--- src/rtl/da_fir_serial.sv ---
// da_fir_serial: bit-serial distributed-arithmetic FIR with run-time loadable coefficients
module da_fir_serial #(
  parameter int N = 3,
  parameter int W = 8,
  parameter int C = 4,
  localparam int L = N > 1 ? $clog2(N) : 0,
  localparam int YW = W + C + L,
  localparam int AW = N > 1 ? $clog2(N) : 1
) (
  input  logic                 clk,
  input  logic                 reset,
  input  logic                 in_valid,
  output logic                 in_ready,
  input  logic signed [W-1:0]  x_in,
  input  logic                 coef_we,
  input  logic [AW-1:0]        coef_addr,
  input  logic [C-1:0]         coef_data,
  output logic                 out_valid,
  output logic signed [YW-1:0] y_out
);
  localparam int TW = C + L;
  localparam int CW = W > 1 ? $clog2(W) : 1;
  typedef enum logic {IDLE, RUN} st_t;
  st_t                 st_q, st_d;
  logic [CW-1:0]       cnt_q, cnt_d;
  logic signed [YW-1:0] acc_q, acc_d, y_q, y_d;
  logic signed [W-1:0] x_q [N];
  logic signed [W-1:0] x_d [N];
  logic [C-1:0]        c_q [N];
  logic [C-1:0]        c_d [N];
  logic                ov_q, ov_d;
  logic [TW-1:0]       tbl [2**N];
  logic [N-1:0]        addr;
  logic [YW-1:0]       sh;
  logic                last;
  assign in_ready  = st_q == IDLE;
  assign out_valid = ov_q;
  assign y_out     = y_q;
  // DA partial-sum table rebuilt from the coefficient registers, plus the current bit-slice term
  always_comb begin
    for (int a = 0; a < 2**N; a++) begin
      tbl[a] = '0;
      for (int k = 0; k < N; k++) tbl[a] = tbl[a] + (a[k] ? TW'(c_q[k]) : TW'(0));
    end
    for (int k = 0; k < N; k++) addr[k] = x_q[k][cnt_q];
    sh   = YW'(tbl[addr]) << cnt_q;
    last = cnt_q == CW'(W - 1);
  end
  // Next-state: accept/shift and coefficient writes in IDLE, one bit-slice per edge in RUN
  always_comb begin
    st_d  = st_q;
    cnt_d = cnt_q;
    acc_d = acc_q;
    x_d   = x_q;
    c_d   = c_q;
    y_d   = y_q;
    ov_d  = 1'b0;
    if (st_q == IDLE) begin
      for (int k = 0; k < N; k++) if (coef_we && coef_addr == AW'(k)) c_d[k] = coef_data;
      if (in_valid) begin
        for (int k = 1; k < N; k++) x_d[k] = x_q[k-1];
        x_d[0] = x_in;
        acc_d  = '0;
        cnt_d  = '0;
        st_d   = RUN;
      end
    end else begin
      acc_d = last ? acc_q - $signed(sh) : acc_q + $signed(sh);
      cnt_d = cnt_q + CW'(1);
      if (last) begin
        y_d  = acc_d;
        ov_d = 1'b1;
        st_d = IDLE;
      end
    end
  end
  // State registers with synchronous reset taking priority
  always_ff @(posedge clk) begin
    if (reset) begin
      st_q  <= IDLE;
      cnt_q <= '0;
      acc_q <= '0;
      x_q   <= '{default: '0};
      c_q   <= '{default: '0};
      y_q   <= '0;
      ov_q  <= 1'b0;
    end else begin
      st_q  <= st_d;
      cnt_q <= cnt_d;
      acc_q <= acc_d;
      x_q   <= x_d;
      c_q   <= c_d;
      y_q   <= y_d;
      ov_q  <= ov_d;
    end
  end
endmodule
--- config.mk ---
export PLATFORM = sky130hd
export DESIGN_NAME = da_fir_serial
export DESIGN_NICKNAME = d
export VERILOG_FILES = /design/src/rtl/da_fir_serial.sv
export SDC_FILE = /design/constraint.sdc
export NUM_CORES = 1
export LEC_CHECK = 0
export ABC_AREA = 1
export BUFFER_PORTS_ARGS = -buffer_cell sky130_fd_sc_hd__buf_4
export CORE_ASPECT_RATIO = 0.6
export CORE_MARGIN = 8
export CORE_UTILIZATION = 50
export DETAILED_ROUTE_END_ITERATION = 16
export GPL_ROUTABILITY_DRIVEN = 0
export GPL_TIMING_DRIVEN = 0
export MAX_ROUTING_LAYER = met4
export PLACE_DENSITY_LB_ADDON = 0.2
export SETUP_SLACK_MARGIN = 0.4
export SYNTH_ARGS = -nofsm -noshare
export SYNTH_HDL_FRONTEND = slang
export SYNTH_SLANG_ARGS = --single-unit
--- constraint.sdc ---
create_clock -name clk -period 6.5 [get_ports clk]
set_input_delay 0.975 -clock clk [delete_from_list [all_inputs] [get_ports clk]]
set_output_delay 0.975 -clock clk [all_outputs]
set_load 0.1 [all_outputs]
Word level (Yosys, flattened, before mapping)
Cells that the tools add are included.

word-level totals
  RAM bits = 0
  bits in read-only memories = 0
  memories = 0
  input bits = 18
  register bits after elaboration = 69
  bits in latches = 0
  logic and storage cells = 55

operators by class
  order comparisons = 2
  $add $sub $neg = 7
  reduce and logical (&&, ||, !) cells = 11
  divide/modulo/power cells = 0
  $mul = 0
  bitwise operators = 2
  multiplexer cells = 18
  shifts and indexed selects = 1
  eq/ne operators = 3

operators with widths
  kind                                                         count
  two-way mux 14 bit                                           3
  binary-select mux 6 bit (select 3 bit)                       1
  adder 4 x 4 -> 5 bit                                         3
  adder 14 bit                                                 1
  left shift 6 x 3 -> 14 bit                                   1
  subtractor 14 bit                                            1
  two-way mux 6 bit                                            2
  AND reduction 2 bit                                          5
  binary-select mux 1 bit (select 3 bit)                       3
  two-way mux 1 bit                                            7
  adder 5 x 4 -> 6 bit                                         1
  two-way mux 3 bit                                            2
  greater-or-equal comparator 4 bit (second input constant)    1
  less-than comparator 3 x 4 -> 1 bit (second input constant)  1
  inverter 3 -> 4 bit                                          1
  adder 3 x 1 -> 3 bit (second input constant)                 1
  equality test 3 bit (second input constant)                  1
  logical AND 1 bit                                            3
  equality test 2 x 1 -> 1 bit (second input constant)         1
  equality test 2 bit (second input constant)                  1
  zero test 2 bit                                              1
  nonzero test 2 bit                                           1
  OR reduction 2 bit                                           1
  inverter 1 bit                                               1

Depth between registers and ports, before layout
Gate-level depths: netlist of the first run.

  depth in word-level cells = 10
  depth in mapped cells = 36

Worst setup path after synthesis of the first run
OpenSTA, ideal clock, no wires.

  kind = reg-to-reg
  from = reg c_q[4] (netlist name)
  to = reg acc_q[12]
  stages on the path, launching flop included = 26
  arrival = 4.264 ns
  period minus slack after synthesis = 4.397 ns
  setup slack = 2.103 ns
  cells stage by stage = dfxtp_1 -> ha_1 -> fa_1 -> fa_1 -> inv_1 -> nand3_1 -> nand3_1 -> nand3_2 -> nand3_2 -> nand2_2 -> nand3_2 -> ha_1 -> o21ai_0 -> fa_1 -> a21oi_1 -> o21bai_1 -> a21oi_1 -> o21ai_1 -> a21boi_0 -> o21ai_1 -> a21oi_1 -> nor2_1 -> nor2_1 -> xor2_1 -> or2_1 -> a21oi_1

between the ends
  word-level cells in the longest chain between the ends = 9
  elaborated cells on any way between the ends = 11
  those cells by class = add/sub (5); shift (1); mux (5)

RTL lines
  element                                                  RTL line  text
  start, declared                                          29        logic [C-1:0] c_q [N];
  start signal, assigned                                   84        c_q <= '{default: '0};
  start signal, assigned                                   92        c_q <= c_d;
  adder 4 x 4 -> 5 bit                                     43        for (int k = 0; k < N; k++) tbl[a] = tbl[a] + (a[k] ? TW'(c_q[k]) : TW'(0));
  adder 5 x 4 -> 6 bit                                     43
  binary-select mux 6 bit (select 3 bit) *                 46        sh = YW'(tbl[addr]) << cnt_q;
  two-way mux 6 bit (implied by the code) * (2 in series)  46
  left shift 6 x 3 -> 14 bit *                             46
  adder 14 bit or subtractor 14 bit (tied branches)        68        acc_d = last ? acc_q - $signed(sh) : acc_q + $signed(sh);
  two-way mux 14 bit *                                     68
  two-way mux 14 bit *                                     58        if (st_q == IDLE) begin
  end signal, assigned                                     82        acc_q <= '0;
  end signal, assigned                                     90        acc_q <= acc_d;
  end, declared                                            26        logic signed [YW-1:0] acc_q, acc_d, y_q, y_d;

Every way passes the cells marked *; elsewhere a longest branch is shown, timed or not. The select of a mux whose other input is x is not followed.
A chain may end at the register's enable or synchronous reset.

Worst setup path in the final report of the first run
Same ends and word-level chain as after synthesis.

==> results of run 1 <==
## layer usage
metal	routed length [µm]	track usage	vias to the layer above
met5	0	-	-
met4	119	0.0500	0
met3	766	0.0315	12
met2	5440	0.294	163
met1	6870	0.303	2281
li1	-	-	2445
## worst reg2reg max path, delay by kind of cell (launching register included)
kind,cells,cell delay [ps]
simple gates,16,1570
fa+ha+maj,4,1380
compound gates,6,960
xor+xnor,3,810
flops,1,330
buf+inv,3,130
## state kept, by name, summed over array words and instances (netlist names)
register,cells
cnt_q,3
c_q,12
x_q,24
y_out,14
acc_q,14
out_valid,1
st_q,1
## metrics by stage
stage               hold WS (ps)   util
finish                       463  0.582
global route                 483  0.582
CTS                          466  0.582
detailed placement           456  0.551
global placement             454  0.551
floorplan                    445      -
## cell families after synthesis
family,count (synthesis),share of synthesized area
compound gates,127,0.133
flops,69,0.279
buf+inv,98,0.0886
fa+ha+maj,37,0.101
xor+xnor,26,0.0459
simple gates,362,0.353
## synth_stat cells, drive strengths merged
cell type	count
nand2	206
nand3	94
a21oi	72
dfxtp	69
inv	69
o21ai	50
nor2	46
ha	32
xor2	21
buf	15
clkbuf	13
fa	5
nand4	5
xnor2	5
nand3b	4
nor3	4
o21bai	3
or2	2
a21boi	1
clkinv	1
nor4	1
o2111ai	1
## power groups by stage
stage | Sequential [mW] | Clock [mW] | Combinational (mW)
floorplan | 0.485 | 0 | 0.482
detailed placement | 0.493 | 0 | 0.617
global placement | 0.492 | 0 | 0.598
CTS | 0.484 | 0.502 | 0.622
global route | 0.489 | 0.522 | 0.707
finish | 0.485 | 0.498 | 0.635
## worst max-delay path by stage
stage	from	cells after the start	end
after floorplan	c_q[4]	25	acc_q[12]
after global placement	c_q[8]	25	acc_q[12]
after detailed placement	c_q[8]	32	acc_q[12]
after CTS	c_q[8]	32	acc_q[12]
after global routing	c_q[8]	32	acc_q[12]
final	c_q[4]	32	acc_q[12]
## area by class of cell
cell class | count | area, µm²
Clock buffer | 10 | 229
Timing Repair Buffer | 32 | 240
Inverter | 70 | 270
Sequential cell | 69 | 1380
Tap cell | 135 | 169
Fill cell | 934 | 4070
Buffer | 28 | 169
Multi-Input combinational cell | 552 | 3140
Clock inverter | 6 | 70.1
==> metrics.txt, run 1 <==
status=finished clean; switching share of total power=0.392; fin crit share=0.821; Vias/cell=5.43; Slowest Stage Delay on Critical Path=approximately 450 ps; Reg2Reg Launch Point=c_q[4]; Synth area leaders=dfxtp_1 28%, nand2_1 14%, ha_1 8.1%; proportion of layout cells with a drive suffix above 1=0.151; Critical Path Sink Type=register; DRT antenna net count=0; DRC viols=0; Final Hold Viols=0; Die W=between 100 and 150 µm; Clock Skew=roughly 8.0 ps; First DRT Iteration DRCs=roughly 550; vias in the first global route=around 4500; die area=13500 µm²; Resized cells post-CTS=0; cell taking the most area after synthesis=dfxtp_1; Critical Path Source Type=register; final setup TNS=0 ps; NetSw=0.635 mW; Clk Latency, worst-skew pair=approximately 340 ps; crit-path most repeated cell=nand2_1; hold crit path type=register to register; Top delay family on crit path=simple AND/OR/NAND/NOR gates; slowest CP cell=fa_1; initial antenna violation count=0; nets=817; Syn Inst Count=about 720; total grt overflow=0; Crit path required time=6690 ps; r2r endpoint=acc_q[12]; fin crit period=around 5300 ps; DP Worst Slack=around 1200 ps; CP max FO=6; worst-margin pin slew=786 ps; CP arrival=5530 ps; Syn Area/Cell=6.90 µm²; Min-Delay Startpoint=y_out[8]; Setup CP Type=register to register; sequential power share=0.300; H-tree lvl count=3; placed cell areas=5370 µm²; Internal Power=0.984 mW; height of the die=93.1 µm; clock power share=0.308; clock sink total=around 70; Total GRT Usage=0.209; worst hold endpoint=y_out[8]; count of different cell masters after synthesis=41; Syn Std Cell Area=4960 µm²; Max-cap violations=0; P&R area growth vs syn=14.3%; Slew Viols, Final=0; # Post-CTS Setup Buffers=0; R2R setup slack=about 1200 ps; Rows=28; CTS Buf Count=9; first-pass GRT wire length=~22000 µm; peak supply drop=192 µV; leakage dissipation=2.66 nW; final setup fails=0; max_slew headroom=0.474; hold depth=2; dpl hpwl=10200 µm; P per Cell Area=286 nW/µm²; Net Count, Synth=774; fmax=about 0.19 GHz; most common cell after layout, fill and taps aside=nand2_1; clock root buffer=clkbuf_16; Yosys top cell area share=0.279; Clock Path Buffers=2; drt pass-1 iters=7; worst setup margin=1170 ps; leading cell types in the layout, fill and taps excluded=188 x nand2_1, 70 x a21oi_1, 69 x dfxtp_1, 68 x nand3_1, 65 x inv_1; number of port buffers=32; DR vias=4901; Cells after DPL=886; clk slew on worst S/H paths=60 ps; Final Power=1.62 mW; largest net degree at the start of global routing=14; Yosys warning count=0; final instance area=5670 µm²; Combinational Power Share=0.392; WL/cell=14.6 µm; I/O pin count=34; n_diodes=0; CTS tree=done; sequential share of the synthesized area=0.279; critical path buffer and inverter count=3; core area=about 9700 µm²; hold buffers post-CTS=0; Initial Utilization=0.509; unrepaired setup endpoints after global routing=false; final non-filler cell total=between 900 and 1000; Yosys reg bits=69; Post-Route WL=approximately 13000 µm; worst r2r path cells=32
(Power assumes the default switching activity.)
==> run 2, diff against run 1 <==
Clock period 6.5 ns to 4.47 ns, I/O delays scaled along.
==> metrics.txt, run 2 (synthesis gave the netlist of run 1 again) <==
status=finished with violations; failing checks=setup timing; hold buffers post-CTS=0; proportion of layout cells with a drive suffix above 1=0.312; unrepaired setup endpoints after global routing=true; final setup fails=12; drt pass-1 iters=5; nets=862; most common cell after layout, fill and taps aside=nand2_1; Clock Skew=9.23 ps; initial antenna violation count=0; DR vias=5300; Crit. path cell count=30; Slowest Stage Delay on Critical Path=550 ps; peak supply drop=404 µV; Max-cap violations=0; Reg2Reg Launch Point=c_q[4]; height of the die=between 90 and 100 µm; CP max FO=4; clock sink total=69; Crit path required time=4710 ps; fin crit share=1.06; crit path launch=c_q[4]; CP arrival=between 4000 and 5000 ps; max_slew headroom=0.525; critical path buffer and inverter count=2; worst r2r path cells=30; Post-Route WL=15800 µm; core area=9740 µm²; Clock Path Buffers=2; Cells after DPL=886; DRT antenna net count=0; hold crit path type=register to register; Final Hold Viols=0; largest net degree at the start of global routing=14; P&R area growth vs syn=33.1%; vias in the first global route=approximately 4800; Setup CP Type=register to register; Rows=28; die area=13500 µm²; worst-margin pin slew=712 ps; n_diodes=0; P per Cell Area=around 470 nW/µm²; Critical Path Source Type=register; final non-filler cell total=947; CTS tree=done; clk slew on worst S/H paths=60 ps; Filler cells=791; Min-Delay Startpoint=y_out[2]; first-pass GRT wire length=23800 µm; Die W=145 µm; hold depth=2; I/O pin count=34; fmax=approximately 0.21 GHz; Reg with most FFs=x_q; placed cell areas=about 5500 µm²; WL/cell=16.7 µm; leakage dissipation=2.99 nW; max reg flops=24; Top delay family on crit path=adder cells; Clk Latency, worst-skew pair=340 ps; Critical Path Sink Type=register; number of port buffers=32; fin crit period=about 4700 ps; First DRT Iteration DRCs=511; dpl hpwl=~10000 µm; clock root buffer=clkbuf_16; final instance area=approximately 6600 µm²; Initial Utilization=0.509; H-tree lvl count=3; Total GRT Usage=0.228; Vias/cell=5.60; total grt overflow=0; crit-path most repeated cell=nand3_2; leading cell types in the layout, fill and taps excluded=171 x nand2_1, 63 x inv_1, 63 x buf_4, 63 x dfxtp_1, 55 x a21oi_1; DRC viols=0; Slew Viols, Final=0; worst setup margin=-261 ps; slowest CP cell=fa_2; CTS Buf Count=9
-- run 2: changes by cell type in the layout (fill, tap and decap cells not counted), sizes merged --
cell / delta
buf: +45
clkinvlp: -1
inv: -1
clkinv: +2
-- run 2: path summary, 6_finish.rpt --
check | endpoint | slack [ps]
worst max-delay path | y_out[11] | -260
worst min-delay path | y_out[2] | 460
worst max register to register | y_out[11] | -260
worst min register to register | y_out[2] | 460
-- run 2: worst reg2reg max path: cells and delay by family, from the launching register on --
family                     cells  cell delay (ps)
and+or+nand+nor               16             1420
adders and majority gates      5             1610
DFF                            1              350
AOI/OAI and AO/OA              5              700
buffers and inverters          2              170
xor gates and xnor gates       2              390
-- run 2: per-layer routing --
metal / vias up / global-route usage / part of all wire
li1: 2527 / - / -
met3: 32 / 0.0473 / 0.078
met5: - / - / 0
met4: 0 / 0.0663 / 0.023
met1: 2507 / 0.307 / 0.45
met2: 234 / 0.336 / 0.45
-- run 2: metrics by stage --
step / total power [mW] / setup TNS, ps / setup slack, ps / hold slack, ps / util
after floorplan: 1.44 / 0 / 292 / 445 / -
after global placement: 1.63 / -1880 / -360 / 454 / 0.560
after CTS: 2.75 / -239 / -55.7 / 467 / 0.639
after global routing: 3.27 / -5100 / -479 / 488 / 0.678
after detailed placement: 1.66 / -2530 / -421 / 458 / 0.560
final: 3.13 / -2380 / -261 / 465 / 0.678
-- run 2: final cells by class --
cell class | count | area (µm²) | share of cell area
Buffer | 28 | 169 | 0.0256
Clock buffer | 10 | 229 | 0.0347
Clock inverter | 6 | 71.3 | 0.0108
Inverter | 70 | 270 | 0.0409
Multi-Input combinational cell | 552 | 3670 | 0.556
Sequential cell | 69 | 1390 | 0.211
Tap cell | 135 | 169 | 0.0256
Timing Repair Buffer | 77 | 634 | 0.0961
-- run 2: timing repair --
action,in CTS,in global routing
resized for setup,50,57
pin swaps,35,53
setup buffers,29,16
setup endpoints to repair,18,21
-- run 2: report_power, final --
part | leakage (nW) | switching (mW) | internal, mW
sequential | 0.567 | 0.0454 | 0.668
combinational | 2.28 | 0.919 | 0.772
clock | 0.139 | 0.291 | 0.436
total | 2.99 | 1.26 | 1.88
